`src/rtl/reg8_write_arbiter_pkg.sv`:
```
// Shared constants and width helpers for the shared-register write arbiter.
package reg8_write_arbiter_pkg;

   // Default configuration.
   localparam int unsigned DefNReq    = 4;
   localparam int unsigned DefWidth   = 8;
   localparam int unsigned DefMaxHold = 4;

   // Arbiter FSM states.
   localparam logic [0:0] StIdle = 1'b0;
   localparam logic [0:0] StOwn  = 1'b1;

   // Width of a requester index (ptr / owner).
   function automatic int unsigned ptr_width(input int unsigned n_req);
      return (n_req > 1) ? $clog2(n_req) : 1;
   endfunction

   // Width of the burst write counter, which must be able to hold max_hold itself.
   function automatic int unsigned cnt_width(input int unsigned max_hold);
      return $clog2(max_hold + 1);
   endfunction

   localparam int unsigned DefPtrW = ptr_width(DefNReq);
   localparam int unsigned DefCntW = cnt_width(DefMaxHold);

endpackage

```
`src/rtl/reg8_write_arbiter_if.sv`:
```
// Requester-side bus of the shared-register write arbiter.
interface reg8_write_arbiter_if
   import reg8_write_arbiter_pkg::*;
#(
   parameter int unsigned N_REQ = DefNReq,
   parameter int unsigned WIDTH = DefWidth
);
   localparam int unsigned PtrW = ptr_width(N_REQ);

   logic [N_REQ-1:0]       req;
   logic [N_REQ-1:0]       lock;
   logic [N_REQ*WIDTH-1:0] wdata;
   logic [N_REQ-1:0]       gnt;
   logic [WIDTH-1:0]       Q;
   logic [PtrW-1:0]        owner;
   logic                   busy;

   // Requesters drive the request side and observe the result.
   modport master (
      output req, lock, wdata,
      input  gnt, Q, owner, busy
   );

   // The arbiter consumes requests and owns the register.
   modport slave (
      input  req, lock, wdata,
      output gnt, Q, owner, busy
   );

endinterface

```
`src/rtl/reg8_write_arbiter_rr_pick.sv`:
```
// Rotating priority encoder: first set request bit at or after ptr, modulo N_REQ.
module reg8_write_arbiter_rr_pick
   import reg8_write_arbiter_pkg::*;
#(
   parameter int unsigned N_REQ = DefNReq,
   parameter int unsigned PtrW  = ptr_width(N_REQ)
) (
   input  logic [N_REQ-1:0] req_i,
   input  logic [PtrW-1:0]  ptr_i,
   output logic             valid_o,
   output logic [PtrW-1:0]  winner_o
);

   logic [N_REQ-1:0] rot;
   int unsigned      pos;

   // Rotate so bit 0 is the requester at ptr, find lowest set bit, rotate back.
   always_comb begin
      rot = N_REQ'({req_i, req_i} >> ptr_i);
      pos = 0;
      for (int j = N_REQ - 1; j >= 0; j--) begin
         if (rot[j]) pos = unsigned'(j);
      end
      pos = pos + ptr_i;
      // Explicit wrap keeps non-power-of-2 N_REQ correct.
      if (pos >= N_REQ) pos = pos - N_REQ;
      winner_o = PtrW'(pos);
      valid_o  = |req_i;
   end

endmodule

```
`src/rtl/reg8_write_arbiter.sv`:
```
// Single write controller for a shared WIDTH-bit register: round-robin
// arbitration with optional bounded locked bursts.
module reg8_write_arbiter
   import reg8_write_arbiter_pkg::*;
#(
   parameter int unsigned N_REQ    = DefNReq,
   parameter int unsigned WIDTH    = DefWidth,
   parameter int unsigned MAX_HOLD = DefMaxHold
) (
   input logic                 CLK,
   input logic                 reset,
   reg8_write_arbiter_if.slave bus_io
);

   localparam int unsigned PtrW = ptr_width(N_REQ);
   localparam int unsigned CntW = cnt_width(MAX_HOLD);

   logic [0:0]       state_q, state_d;
   logic [PtrW-1:0]  ptr_q, ptr_d;
   logic [PtrW-1:0]  owner_q, owner_d;
   logic [CntW-1:0]  hold_cnt_q, hold_cnt_d;
   logic [WIDTH-1:0] reg_q, reg_d;
   logic [N_REQ-1:0] gnt_q, gnt_d;

   logic             pick_valid;
   logic [PtrW-1:0]  pick_w;
   logic [WIDTH-1:0] lane [N_REQ];

   // Split the flat write-data bus into per-requester lanes.
   for (genvar i = 0; i < N_REQ; i++) begin : g_lane
      assign lane[i] = bus_io.wdata[i*WIDTH +: WIDTH];
   end

   reg8_write_arbiter_rr_pick #(
      .N_REQ (N_REQ),
      .PtrW  (PtrW)
   ) u_rr_pick (
      .req_i    (bus_io.req),
      .ptr_i    (ptr_q),
      .valid_o  (pick_valid),
      .winner_o (pick_w)
   );

   // Next-state: arbitrate in IDLE, serve only the burst owner in OWN.
   always_comb begin
      state_d    = state_q;
      ptr_d      = ptr_q;
      owner_d    = owner_q;
      hold_cnt_d = hold_cnt_q;
      reg_d      = reg_q;
      gnt_d      = '0;
      unique case (state_q)
         StIdle: begin
            if (pick_valid) begin
               reg_d   = lane[pick_w];
               gnt_d   = N_REQ'(1) << pick_w;
               owner_d = pick_w;
               ptr_d   = (pick_w == PtrW'(N_REQ - 1)) ? '0 : pick_w + 1'b1;
               if (bus_io.lock[pick_w] && (MAX_HOLD > 1)) begin
                  state_d    = StOwn;
                  hold_cnt_d = CntW'(1);
               end
            end
         end
         StOwn: begin
            // ptr already points past the owner, so no update here.
            if (bus_io.req[owner_q]) begin
               reg_d      = lane[owner_q];
               gnt_d      = N_REQ'(1) << owner_q;
               hold_cnt_d = hold_cnt_q + 1'b1;
               if (!bus_io.lock[owner_q] || (hold_cnt_q + 1'b1 == CntW'(MAX_HOLD))) begin
                  state_d    = StIdle;
                  hold_cnt_d = '0;
               end
            end else begin
               state_d    = StIdle;
               hold_cnt_d = '0;
            end
         end
         default: begin
            state_d    = StIdle;
            hold_cnt_d = '0;
         end
      endcase
   end

   // State registers; reset aborts any burst and drops an in-flight write.
   always_ff @(posedge CLK or posedge reset) begin
      if (reset) begin
         state_q    <= StIdle;
         ptr_q      <= '0;
         owner_q    <= '0;
         hold_cnt_q <= '0;
         reg_q      <= '0;
         gnt_q      <= '0;
      end else begin
         state_q    <= state_d;
         ptr_q      <= ptr_d;
         owner_q    <= owner_d;
         hold_cnt_q <= hold_cnt_d;
         reg_q      <= reg_d;
         gnt_q      <= gnt_d;
      end
   end

   assign bus_io.Q     = reg_q;
   assign bus_io.gnt   = gnt_q;
   assign bus_io.owner = owner_q;
   assign bus_io.busy  = (state_q == StOwn);

endmodule

```
`src/flat_wrapper.sv`:
```
// flat-port wrapper written by rule: the top's interface ports become plain ports
module reg8_write_arbiter_flat import reg8_write_arbiter_pkg::*;
#(
   parameter int unsigned N_REQ    = DefNReq,
   parameter int unsigned WIDTH    = DefWidth,
   parameter int unsigned MAX_HOLD = DefMaxHold
)
  (CLK, reset, bus_io_req, bus_io_lock, bus_io_wdata, bus_io_gnt, bus_io_Q, bus_io_owner, bus_io_busy);
  reg8_write_arbiter_if #(.N_REQ(N_REQ), .WIDTH(WIDTH)) bus_io_i ();
  input logic CLK;
  input logic reset;
  input wire logic [$bits(bus_io_i.req)-1:0] bus_io_req;
  input wire logic [$bits(bus_io_i.lock)-1:0] bus_io_lock;
  input wire logic [$bits(bus_io_i.wdata)-1:0] bus_io_wdata;
  output wire logic [$bits(bus_io_i.gnt)-1:0] bus_io_gnt;
  output wire logic [$bits(bus_io_i.Q)-1:0] bus_io_Q;
  output wire logic [$bits(bus_io_i.owner)-1:0] bus_io_owner;
  output wire logic [$bits(bus_io_i.busy)-1:0] bus_io_busy;
  assign bus_io_i.req = bus_io_req;
  assign bus_io_i.lock = bus_io_lock;
  assign bus_io_i.wdata = bus_io_wdata;
  assign bus_io_gnt = bus_io_i.gnt;
  assign bus_io_Q = bus_io_i.Q;
  assign bus_io_owner = bus_io_i.owner;
  assign bus_io_busy = bus_io_i.busy;
  reg8_write_arbiter #(.N_REQ(N_REQ), .WIDTH(WIDTH), .MAX_HOLD(MAX_HOLD)) u_core (.CLK(CLK), .reset(reset), .bus_io(bus_io_i));
endmodule
```
`config.mk`:
```
export PLATFORM = sky130hd
export DESIGN_NAME = reg8_write_arbiter_flat
export DESIGN_NICKNAME = d
export VERILOG_FILES = /design/src/rtl/reg8_write_arbiter_pkg.sv /design/src/rtl/reg8_write_arbiter_if.sv /design/src/rtl/reg8_write_arbiter_rr_pick.sv /design/src/rtl/reg8_write_arbiter.sv /design/src/flat_wrapper.sv
export SDC_FILE = /design/constraint.sdc
export NUM_CORES = 1
export LEC_CHECK = 0
export ABC_CLOCK_PERIOD_IN_PS = 4100
export BUFFER_PORTS_ARGS = -buffer_cell sky130_fd_sc_hd__buf_2
export CELL_PAD_IN_SITES_DETAIL_PLACEMENT = 1
export CELL_PAD_IN_SITES_GLOBAL_PLACEMENT = 2
export CORE_UTILIZATION = 33
export DETAILED_ROUTE_END_ITERATION = 8
export GPL_ROUTABILITY_DRIVEN = 0
export PLACE_DENSITY_LB_ADDON = 0.15
export SLEW_MARGIN = 20
export SYNTH_ARGS = -nofsm -noshare
export SYNTH_HDL_FRONTEND = slang
export SYNTH_SLANG_ARGS = --single-unit
```
`constraint.sdc`:
```
create_clock -name CLK -period 4.1 [get_ports CLK]
set_input_delay 0.615 -clock CLK [delete_from_list [all_inputs] [get_ports CLK]]
set_output_delay 0.615 -clock CLK [all_outputs]
set_load 0.005 [all_outputs]
```
==> results of run 1 <==
==> per-layer routing <==
layer / vias up / routed length, um / global-route usage, %
li1: 751 / - / -
met1: 780 / 2200 / 24.0
met2: 33 / 2620 / 34.8
met3: 4 / 153 / 2.03
met4: 0 / 52 / 5.87
met5: - / 0 / 0
==> logic make-up (layout without fill, tap and decap cells) <==
| kind of cell | after synthesis | in the layout |
|---|---|---|
| AND/OR/NAND/NOR | 58 | 58 |
| adder cells (fa/ha/maj) | 4 | 4 |
| multiplexers | 28 | 28 |
| buffers and inverters | 19 | 65 |
| flip-flops | 20 | 20 |
| XOR/XNOR | 2 | 2 |
| AO/OA/AOI/OAI | 45 | 45 |
==> how the worst max path moves through the flow <==
stage / startpoint / end / slack, ns
global placement: bus_io_req[2] / u_core.bus_io.busy$_DFF_PP0_ / 1.21
global route: u_core.ptr_q[0]$_DFFE_PP0P_ / u_core.hold_cnt_q[2]$_DFFE_PP0P_ / 1.06
finish: u_core.ptr_q[0]$_DFFE_PP0P_ / u_core.bus_io.busy$_DFF_PP0_ / 1.28
detailed placement: bus_io_req[2] / u_core.hold_cnt_q[0]$_DFFE_PP0P_ / 1.13
CTS: u_core.ptr_q[0]$_DFFE_PP0P_ / u_core.hold_cnt_q[0]$_DFFE_PP0P_ / 1.29
floorplan: bus_io_req[2] / u_core.bus_io.busy$_DFF_PP0_ / 1.44
==> sequential cells by signal, indices dropped and copies added (netlist names) <==
register / cells
u_core.bus_io.busy: 1
u_core.bus_io.owner: 2
u_core.bus_io.gnt: 4
u_core.hold_cnt_q: 3
u_core.ptr_q: 2
u_core.bus_io.Q: 8
==> report_power, final <==
part / switching [mW] / internal, mW
Combinational: 0.587 / 0.567
Clock: 0.0735 / 0.130
Sequential: 0.137 / 0.294
==> through the flow <==
step | std cells | area (sq um)
after CTS | 292 | 2090
after global routing | 292 | 2090
after detailed placement | 288 | 2010
after floorplan | 176 | 1740
after global placement | 288 | 2010
final | 292 | 2090
==> layout make-up <==
| class | instances | area, sq um |
|---|---|---|
| Fill cell | 622 | 2990 |
| Clock inverter | 1 | 30.0 |
| Tap cell | 70 | 87.6 |
| Inverter | 3 | 11.3 |
| Timing Repair Buffer | 58 | 295 |
| Sequential cell | 20 | 500 |
| Multi-Input combinational cell | 137 | 1120 |
| Clock buffer | 3 | 41.3 |
==> critical path, cell delays in order (launching register included) <==
cell,delay [ns]
dfrtp_1,0.56
or4_1,0.59
o2111ai_1,0.11
ha_1,0.54
nor2b_1,0.10
a2111oi_0,0.49
or2_1,0.20
o31ai_1,0.08
==> cells in the final DEF, fill, tap and decap left out, types with 2 or more instances in the layout <==
cell type / instances
a21o_1: 2
a21oi_1: 3
a32o_1: 2
buf_2: 56
buf_4: 2
clkbuf_8: 3
dfrtp_1: 20
ha_1: 4
inv_1: 2
mux2_2: 2
mux2i_1: 17
mux4_2: 9
nand2_1: 22
nand2b_1: 2
nor2_1: 9
nor2b_1: 7
nor3_1: 3
nor3b_1: 2
o21ai_0: 7
o22a_1: 8
o22ai_1: 9
o31ai_1: 2
or2_1: 2
==> summary.md, run 1 <==
| Metric | Value |
|---|---|
| Setup CP Type | flip-flop to flip-flop |
| Post-CTS Hold Fix Bufs | 0 |
| Crit share post-route | 68.7% |
| Fmax | 355 MHz |
| Vias in the first global route | 1,682 |
| R2r endpoint | u_core.bus_io.busy$_DFF_PP0_ |
| Post-synthesis mux area share | 22.8% |
| Fin nets | 269 |
| DP HPWL | 3.70 mm |
| Number of enable flip-flop cells after synthesis | 0 |
| Share of Yosys cell area claimed by the top area cell type | 28.8% |
| Clock sink count | 20 |
| Initial Utilization | 34.2% |
| Synth area leaders | dfrtp_1 29%, mux4_2 12%, mux2i_1 9.8% |
| Worst R2R Path Depth | 7 |
| R2R Setup Slk | 1.28 ns |
| Hold Crit Class | input port to async pin |
| Synth Cell Area | 1740 sq um |
| Hold_ws | 0.493 ns |
| Max transition margin | 46.8% |
| PD cells | 858 nW/um^2 |
| Largest family of logic cells by synthesized area | multiplexers |
| First-pass GRT wire length | 8.03 mm |
| Outcome | completed |
| Util after Layout | 41.1% |
| Complex-gate fraction of the synthesized area | 19.3% |
| CTS H-Tree Depth | 1 |
| Tot GR Track Use | 19.3% |
| Reg clk slew, reported paths | 0.08 ns |
| Remaining DRCs | 0 |
| Die height | 74.6 um |
| Leakage power | 0.970 nW |
| Cell taking the most area after synthesis | dfrtp_1 |
| Adder-Cell Fraction of Synth Area | 2.88% |
| Synth Register Bits | 20 |
| Post-Route WL | 5.03 mm |
| Remaining global-route overflow | 0 |
| Hold Fails Final Rpt | 0 |
| Post-synthesis xor/xnor area fraction | 1.01% |
| Crit Reg-Reg Startpoint | u_core.ptr_q[0]$_DFFE_PP0P_ |
| CP Max Fanout | 13 |
| Share of cells above drive strength 1 | 36.9% |
| Die area | 5560 sq um |
| Layout Skew | 0.00376 ns |
| Ys flop type | dfrtp_1 |
| Fin. max-slew vios | 0 |
| Max Cap Violations | 0 |
| Final worst slack | 1.28 ns |
| Num rows | 26 |
| Syn_nets | 222 |
| Yosys warns | 0 |
| Tot Pwr | 1.79 mW |
| CP required | 4.21 ns |
| Period minus WS final | 2.82 ns |
| Initial antenna violation count | 0 |
| Place WS | 1.13 ns |
| CTS tree | done |
| Top-count cell post-synth | nand2_1 |
| Per-cell routed wire length | 17.2 um |
| Syn-to-layout area delta | 20.0% |
| Slew @ Worst Pin | 0.797 ns |
| Finish-stage setup viols | 0 |
| Clk buf depth | 2 |
| Antenna-violating nets left | 0 |
| Synthesized instance count | 176 |
| Seq/Total Area, Yosys | 28.8% |
| Simple-gate area share of the yosys netlist | 18.5% |
| Arrival time at the worst endpoint | 2.93 ns |
| Root buffer cell | clkbuf_8 |
| CP Launch Type | flip-flop |
| Core Box Area | 5070 sq um |
| Die W | 74.6 um |
| DRT Pass-1 Iters | 4 |
| Number of post-CTS setup repair buffers | 0 |
| Vias | 1,568 |
| Most frequent cells after synthesis | 22 x nand2_1, 20 x dfrtp_1, 17 x mux2i_1 |
| Avg Cell Area, Syn | 9.87 sq um |
| Routed vias/inst | 5.37 |
| CTS resizes | 0 |
| Library cells used by synthesis | 52 |
| Fin Setup TNS | 0 ns |
| # IOs | 57 |
| PortBufs | 56 |
| ANT cells | 0 |
| Post-synthesis async set-or-reset flop share | 100% |
| Crit. End Element | flip-flop |
| DR iter-0 viols | 75 |
| Maximum VDD drop | 0.000337 V |
| Largest net degree at the start of global routing | 23 |
| RSZ-0062 raised after global routing | no |
| Skew-Pair Late Insertion Delay | 0.26 ns |
| TritonCTS Buffers | 3 |
No activity file was read; power rests on OpenSTA's default activity.
==> run 2, diff against run 1 <==
Settings changed: ABC_AREA set to 1, ABC_CLOCK_PERIOD_IN_PS 4100 to 2850, CORE_UTILIZATION 33 to 26.
Clock period 4.1 ns to 2.85 ns, I/O delays scaled along.
==> run 2 against run 1 <==
Critical endpoint is now u_core.ptr_q[1]$_DFFE_PP0P_. Non-clock buffer count rose by 1. Worst hold slack got worse by 0.17 ns. Wire length rose by 20%. Via count rose by 23%. Critical path depth rose by 6. Setup slack got worse by 0.98 ns. Flip-flop and latch count did not move. Clock-buffer cell count did not move. The flow now finishes with violations (design-rule violations).
==> summary.md, run 2 <==
| Metric | Value |
|---|---|
| Commonest non-fill, non-tap cells in the layout | 87 x nand2_1, 56 x buf_2, 34 x nand3_1 |
| Most frequent cells after synthesis | 87 x nand2_1, 34 x nand3_1, 22 x inv_1 |
| CTS resizes | 0 |
| CTS tree | done |
| Crit share post-route | 89.3% |
| Crit. End Element | flip-flop |
| Library cells used by synthesis | 35 |
| Die area | 7150 sq um |
| Number of enable flip-flop cells after synthesis | 0 |
| Setup CP Type | flip-flop to flip-flop |
| Arrival time at the worst endpoint | 2.74 ns |
| Tot GR Track Use | 17.6% |
| CP required | 3.04 ns |
| Number of post-CTS setup repair buffers | 0 |
| Simple-gate area share of the yosys netlist | 41.7% |
| Clk pwr share | 9.2% |
| PortBufs | 56 |
| Outcome | finished, violations left |
| Period minus WS final | 2.55 ns |
| Vias in the first global route | 1,888 |
| Util after Layout | 34.0% |
| DR iter-0 viols | 70 |
| Top-count cell post-synth | nand2_1 |
| CP Launch Type | flip-flop |
| Slew @ Worst Pin | 0.872 ns |
| Worst path slowest cell | dfrtp_1 |
| Adder-Cell Fraction of Synth Area | 2.82% |
| Commonest non-fill, non-tap cell in the layout | nand2_1 |
| Remaining DRCs | 3 |
| Fmax | 393 MHz |
| DRT Pass-1 Iters | 8 |
| Routed vias/inst | 4.81 |
| TritonCTS Buffers | 3 |
| Switching Fraction | 54.8% |
| ANT cells | 0 |
| Yosys warns | 0 |
| Share of Yosys cell area claimed by the top area cell type | 28.2% |
| Max transition margin | 41.8% |
| First-pass GRT wire length | 9.77 mm |
| CP Max Fanout | 14 |
| Hold Fails Final Rpt | 0 |
| Remaining global-route overflow | 0 |
| Crit path cell chain | inv_2, nand2_1, nand3_1, nand2_1, nand3_1, a21boi_0, ha_2, xor2_4, inv_1, nand3_4, nand2_4, ha_1, o21ai_0 |
| Reg clk slew, reported paths | 0.09 ns |
| Final worst slack | 0.304 ns |
| Largest net degree at the start of global routing | 21 |
| Clock sink count | 20 |
| Net Switching | 1.81 mW |
| Skew-Pair Late Insertion Delay | 0.27 ns |
| Leakage power | 1.20 nW |
| Share of cells above drive strength 1 | 29.3% |
| Syn_nets | 315 |
| Cell taking the most area after synthesis | dfrtp_1 |
| Seq/Total Area, Yosys | 28.2% |
| PD cells | 1500 nW/um^2 |
| Finish-stage setup viols | 0 |
| Post-synthesis xor/xnor area fraction | 2.05% |
| Max reg flops | 8 |
| CP delay by family, top | simple AND/OR/NAND/NOR gates |
| Place WS | 0.234 ns |
| # IOs | 57 |
| Logic pwr share | 74.2% |
| Synth Cell Area | 1770 sq um |
| Bufs and invs on worst path | 2 |
| Die W | 84.6 um |
| Antenna-violating nets left | 0 |
| Vias | 1,930 |
| Complex-gate fraction of the synthesized area | 14.8% |
| Fin Setup TNS | 0 ns |
| Initial Utilization | 27.4% |
| Maximum VDD drop | 0.000395 V |
| Avg Cell Area, Syn | 6.59 sq um |
| Synthesized instance count | 269 |
| Initial antenna violation count | 0 |
| Post-CTS Hold Fix Bufs | 0 |
| Synth area leaders | dfrtp_1 28%, nand2_1 18%, nand3_1 9.6% |
| Tot Pwr | 3.30 mW |
| Per-cell routed wire length | 15.0 um |
| Post-synthesis async set-or-reset flop share | 100% |
| RSZ-0062 raised after global routing | no |
| Internal power | 1.49 mW |
| Ys flop type | dfrtp_1 |
| Fin nets | 371 |
| Syn-to-layout area delta | 23.9% |
| Hold Crit Class | input port to async pin |
| Crit-path max cell delay | 0.46 ns |
| Max Cap Violations | 0 |
| Synth Register Bits | 20 |
| Fin. max-slew vios | 0 |
| Num rows | 29 |
| Clk buf depth | 2 |
| Largest family of logic cells by synthesized area | simple AND/OR/NAND/NOR gates |
| Core Box Area | 6460 sq um |
| Post-synthesis mux area share | 0.565% |
| DP HPWL | 4.53 mm |
| Root buffer cell | clkbuf_8 |
| Die height | 84.6 um |
| Layout Skew | 0.00428 ns |
| Flop pwr share | 16.6% |
| CTS H-Tree Depth | 1 |
| Failing checks | design-rule violations |
| Post-Route WL | 6.02 mm |
[run 2: cell families (layout without fill, tap and decap cells)]
| kind of cell | after synthesis | after routing |
|---|---|---|
| AO/OA/AOI/OAI | 42 | 42 |
| XOR/XNOR | 2 | 2 |
| adder cells (fa/ha/maj) | 4 | 4 |
| buffers and inverters | 40 | 95 |
| flip-flops | 20 | 20 |
| multiplexers | 1 | 1 |
| AND/OR/NAND/NOR | 160 | 160 |
[run 2: power by group through the flow]
| stage | clock [mW] | sequential [mW] | combinational (mW) |
|---|---|---|---|
| 2_1_floorplan | 0 | 0.528 | 1.88 |
| 3_3_place_gp | 0 | 0.547 | 2.48 |
| 3_5_place_dp | 0 | 0.552 | 2.48 |
| 4_1_cts | 0.308 | 0.547 | 2.50 |
| 5_1_grt | 0.318 | 0.570 | 2.79 |
| 6_report | 0.305 | 0.546 | 2.45 |
[run 2: metrics by stage]
step	area, sq um	std cells	hold WS (ns)
floorplan	1770	269	0.391
global placement	2120	397	0.463
detailed placement	2120	397	0.472
CTS	2190	401	0.361
global route	2190	401	0.421
finish	2190	401	0.321
[run 2: cell type report]
cell class | count | area [sq um]
timing repair buffer | 59 | 303
sequential | 20 | 502
multi-input combinational | 209 | 1100
clock inverter | 1 | 30.0
fill | 875 | 4260
clock buffer | 3 | 41.3
inverter | 32 | 121
tap | 77 | 96.3
[run 2: worst reg2reg max path, stage by stage (launching register included)]
cell      delay, ns
dfrtp_1        0.46
inv_2          0.09
nand2_1        0.08
nand3_1        0.06
nand2_1        0.10
nand3_1        0.07
a21boi_0       0.20
ha_2           0.27
xor2_4         0.23
inv_1          0.10
nand3_4        0.18
nand2_4        0.17
ha_1           0.31
o21ai_0        0.14
[run 2: worst paths after layout]
check	cells past startpoint	to	startpoint	slack, ns
hold reg to reg	2	u_core.bus_io.Q[1]$_DFFE_PP0P_	u_core.bus_io.Q[1]$_DFFE_PP0P_	0.49
setup / recovery	13	u_core.ptr_q[1]$_DFFE_PP0P_	u_core.ptr_q[0]$_DFFE_PP0P_	0.30
setup reg to reg	13	u_core.ptr_q[1]$_DFFE_PP0P_	u_core.ptr_q[0]$_DFFE_PP0P_	0.30
hold / removal	2	u_core.bus_io.Q[0]$_DFFE_PP0P_	reset	0.32
min in group CLK	2	u_core.bus_io.Q[1]$_DFFE_PP0P_	u_core.bus_io.Q[1]$_DFFE_PP0P_	0.49
max in group asynchronous	2	u_core.ptr_q[1]$_DFFE_PP0P_	reset	1.93
[run 2: routing by layer]
layer  track usage (%)  vias up  share of wire (%)
li1                  -      990                  -
met1              25.0      902                 50
met2              29.1       33                 46
met3              2.06        5                3.3
met4              3.24        0               0.71
met5                 0        -                  0
==> run 3, diff against run 2 <==
Settings changed: CORE_UTILIZATION 26 to 27, CTS_BUF_LIST set to sky130_fd_sc_hd__clkbuf_4.
==> run 3 against run 2 <==
The flow now finishes without violations. Power fell by 0.35%. Worst hold slack got worse by 0.082 ns. Sequential share of layout area rose by 0.10 points. Clock-buffer cell count did not move. Cell count rose by 0.25%.
==> summary.md, run 3 (synthesis results as in run 2) <==
| Metric | Value |
|---|---|
| Initial Utilization | 27.9% |
| Clk buf depth | 2 |
| Period minus WS final | 2.53 ns |
| ANT cells | 0 |
| DP HPWL | 4.59 mm |
| Crit share post-route | 88.6% |
| Internal power | 1.45 mW |
| Antenna-violating nets left | 0 |
| Crit path cell chain | inv_2, nand3_1, nand2_1, nand3_1, a21boi_0, ha_1, xor2_4, inv_1, nand3_4, nand2_4, ha_1, o21ai_0 |
| Hold Crit Class | input port to async pin |
| Area after DPL | 2130 sq um |
| Die W | 83.0 um |
| Post-Route WL | 5.95 mm |
| CP delay by family, top | simple AND/OR/NAND/NOR gates |
| Routed vias/inst | 4.84 |
| Layout Skew | 0.00168 ns |
| R2r endpoint | u_core.ptr_q[1]$_DFFE_PP0P_ |
| Root buffer cell | clkbuf_4 |
| Number of post-CTS setup repair buffers | 0 |
| Design area | 2180 sq um |
| Reg clk slew, reported paths | 0.13 ns |
| Tot Pwr | 3.29 mW |
| CP Max Fanout | 14 |
| Hold Fails Final Rpt | 0 |
| PD cells | 1510 nW/um^2 |
| Largest net degree at the start of global routing | 21 |
| Fin cells | 402 |
| Share of cells above drive strength 1 | 28.9% |
| TritonCTS Buffers | 3 |
| CP Launch Type | flip-flop |
| Die height | 83.0 um |
| Max reg flops | 8 |
| Worst path slowest cell | dfrtp_1 |
| Worst R2R Path Depth | 12 |
| Maximum VDD drop | 0.000462 V |
| CTS tree | done |
| Crit. End Element | flip-flop |
| Clk pwr share | 7.6% |
| Vias in the first global route | 1,915 |
| Fin nets | 372 |
| Crit-path max cell delay | 0.54 ns |
| CTS resizes | 0 |
| Num rows | 29 |
| Flop pwr share | 16.5% |
| Per-cell routed wire length | 14.8 um |
| Remaining DRCs | 0 |
| Die area | 6890 sq um |
| Met3 usage | 1.29% |
| Crit Reg-Reg Startpoint | u_core.ptr_q[1]$_DFFE_PP0P_ |
| PortBufs | 56 |
| CTS H-Tree Depth | 1 |
| Fin. max-slew vios | 0 |
| Fmax | 396 MHz |
| Net Switching | 1.84 mW |
| Commonest non-fill, non-tap cells in the layout | 87 x nand2_1, 56 x buf_2, 34 x nand3_1 |
| Tot GR Track Use | 17.8% |
| Finish-stage setup viols | 0 |
| Clock sink count | 20 |
| RSZ-0062 raised after global routing | no |
| CP required | 3.10 ns |
| M1 GR Usage | 25.4% |
| Bufs and invs on worst path | 2 |
| Placed insts | 398 |
| Core Box Area | 6350 sq um |
| Busiest layer in global routing | met2 |
| Remaining global-route overflow | 0 |
| DR iter-0 viols | 68 |
| Max Cap Violations | 0 |
| Commonest non-fill, non-tap cell in the layout | nand2_1 |
| First-pass GRT wire length | 9.65 mm |
| Vias | 1,946 |
| Logic pwr share | 75.9% |
| R2R Setup Slk | 0.32 ns |
| Setup CP Type | flip-flop to flip-flop |
| Max transition margin | 45.1% |
| Fin Setup TNS | 0 ns |
| Initial antenna violation count | 0 |
| Skew-Pair Late Insertion Delay | 0.32 ns |
| Arrival time at the worst endpoint | 2.78 ns |
| DRT Pass-1 Iters | 4 |
| Post-CTS Hold Fix Bufs | 0 |
| # IOs | 57 |
| Switching Fraction | 55.8% |
| Outcome | completed |
| Slew @ Worst Pin | 0.823 ns |
| Met2 usage | 29.1% |
| Leakage power | 1.20 nW |
| Syn-to-layout area delta | 23.0% |
## run 3: changes by cell type in the layout (fill, tap and decap cells not counted), sizes merged
| cell | delta |
|---|---|
| buf | +1 |
## run 3: power groups by stage
stage               clock, mW  sequential [mW]  combinational (mW)
detailed placement          0            0.553                2.54
global placement            0            0.553                2.52
CTS                     0.252            0.547                2.55
floorplan                   0            0.528                1.88
global route            0.267            0.562                2.82
finish                  0.249            0.544                2.50
## run 3: how the worst max path moves through the flow
stage,cells after the start,slack [ns],to,from
floorplan,14,0.53,u_core.ptr_q[1]$_DFFE_PP0P_,u_core.ptr_q[1]$_DFFE_PP0P_
global placement,13,0.36,u_core.ptr_q[1]$_DFFE_PP0P_,bus_io_req[1]
detailed placement,13,0.31,u_core.ptr_q[1]$_DFFE_PP0P_,bus_io_req[1]
CTS,12,0.30,u_core.ptr_q[1]$_DFFE_PP0P_,u_core.ptr_q[1]$_DFFE_PP0P_
global route,12,0.01,u_core.ptr_q[1]$_DFFE_PP0P_,u_core.ptr_q[1]$_DFFE_PP0P_
finish,12,0.32,u_core.ptr_q[1]$_DFFE_PP0P_,u_core.ptr_q[1]$_DFFE_PP0P_
## run 3: layout make-up
cell class | instances | area, sq um
multi-input combinational | 209 | 1100
fill | 837 | 4170
clock inverter | 1 | 30.0
timing repair buffer | 60 | 310
tap | 77 | 96.3
sequential | 20 | 500
clock buffer | 3 | 22.5
inverter | 32 | 121
## run 3: per-layer routing
layer / vias to the layer above / share of wire, %
li1: 988 / -
met1: 910 / 49
met2: 43 / 46
met3: 5 / 3.4
met4: 0 / 0.79
met5: - / 0
## run 3: through the flow
step	utilization [%]	hold WS [ns]	setup slack [ns]
global placement	33.5	0.463	0.361
floorplan	-	0.391	0.528
finish	34.3	0.240	0.324
detailed placement	33.5	0.464	0.313
global route	34.3	0.307	0.0138
CTS	34.3	0.294	0.300
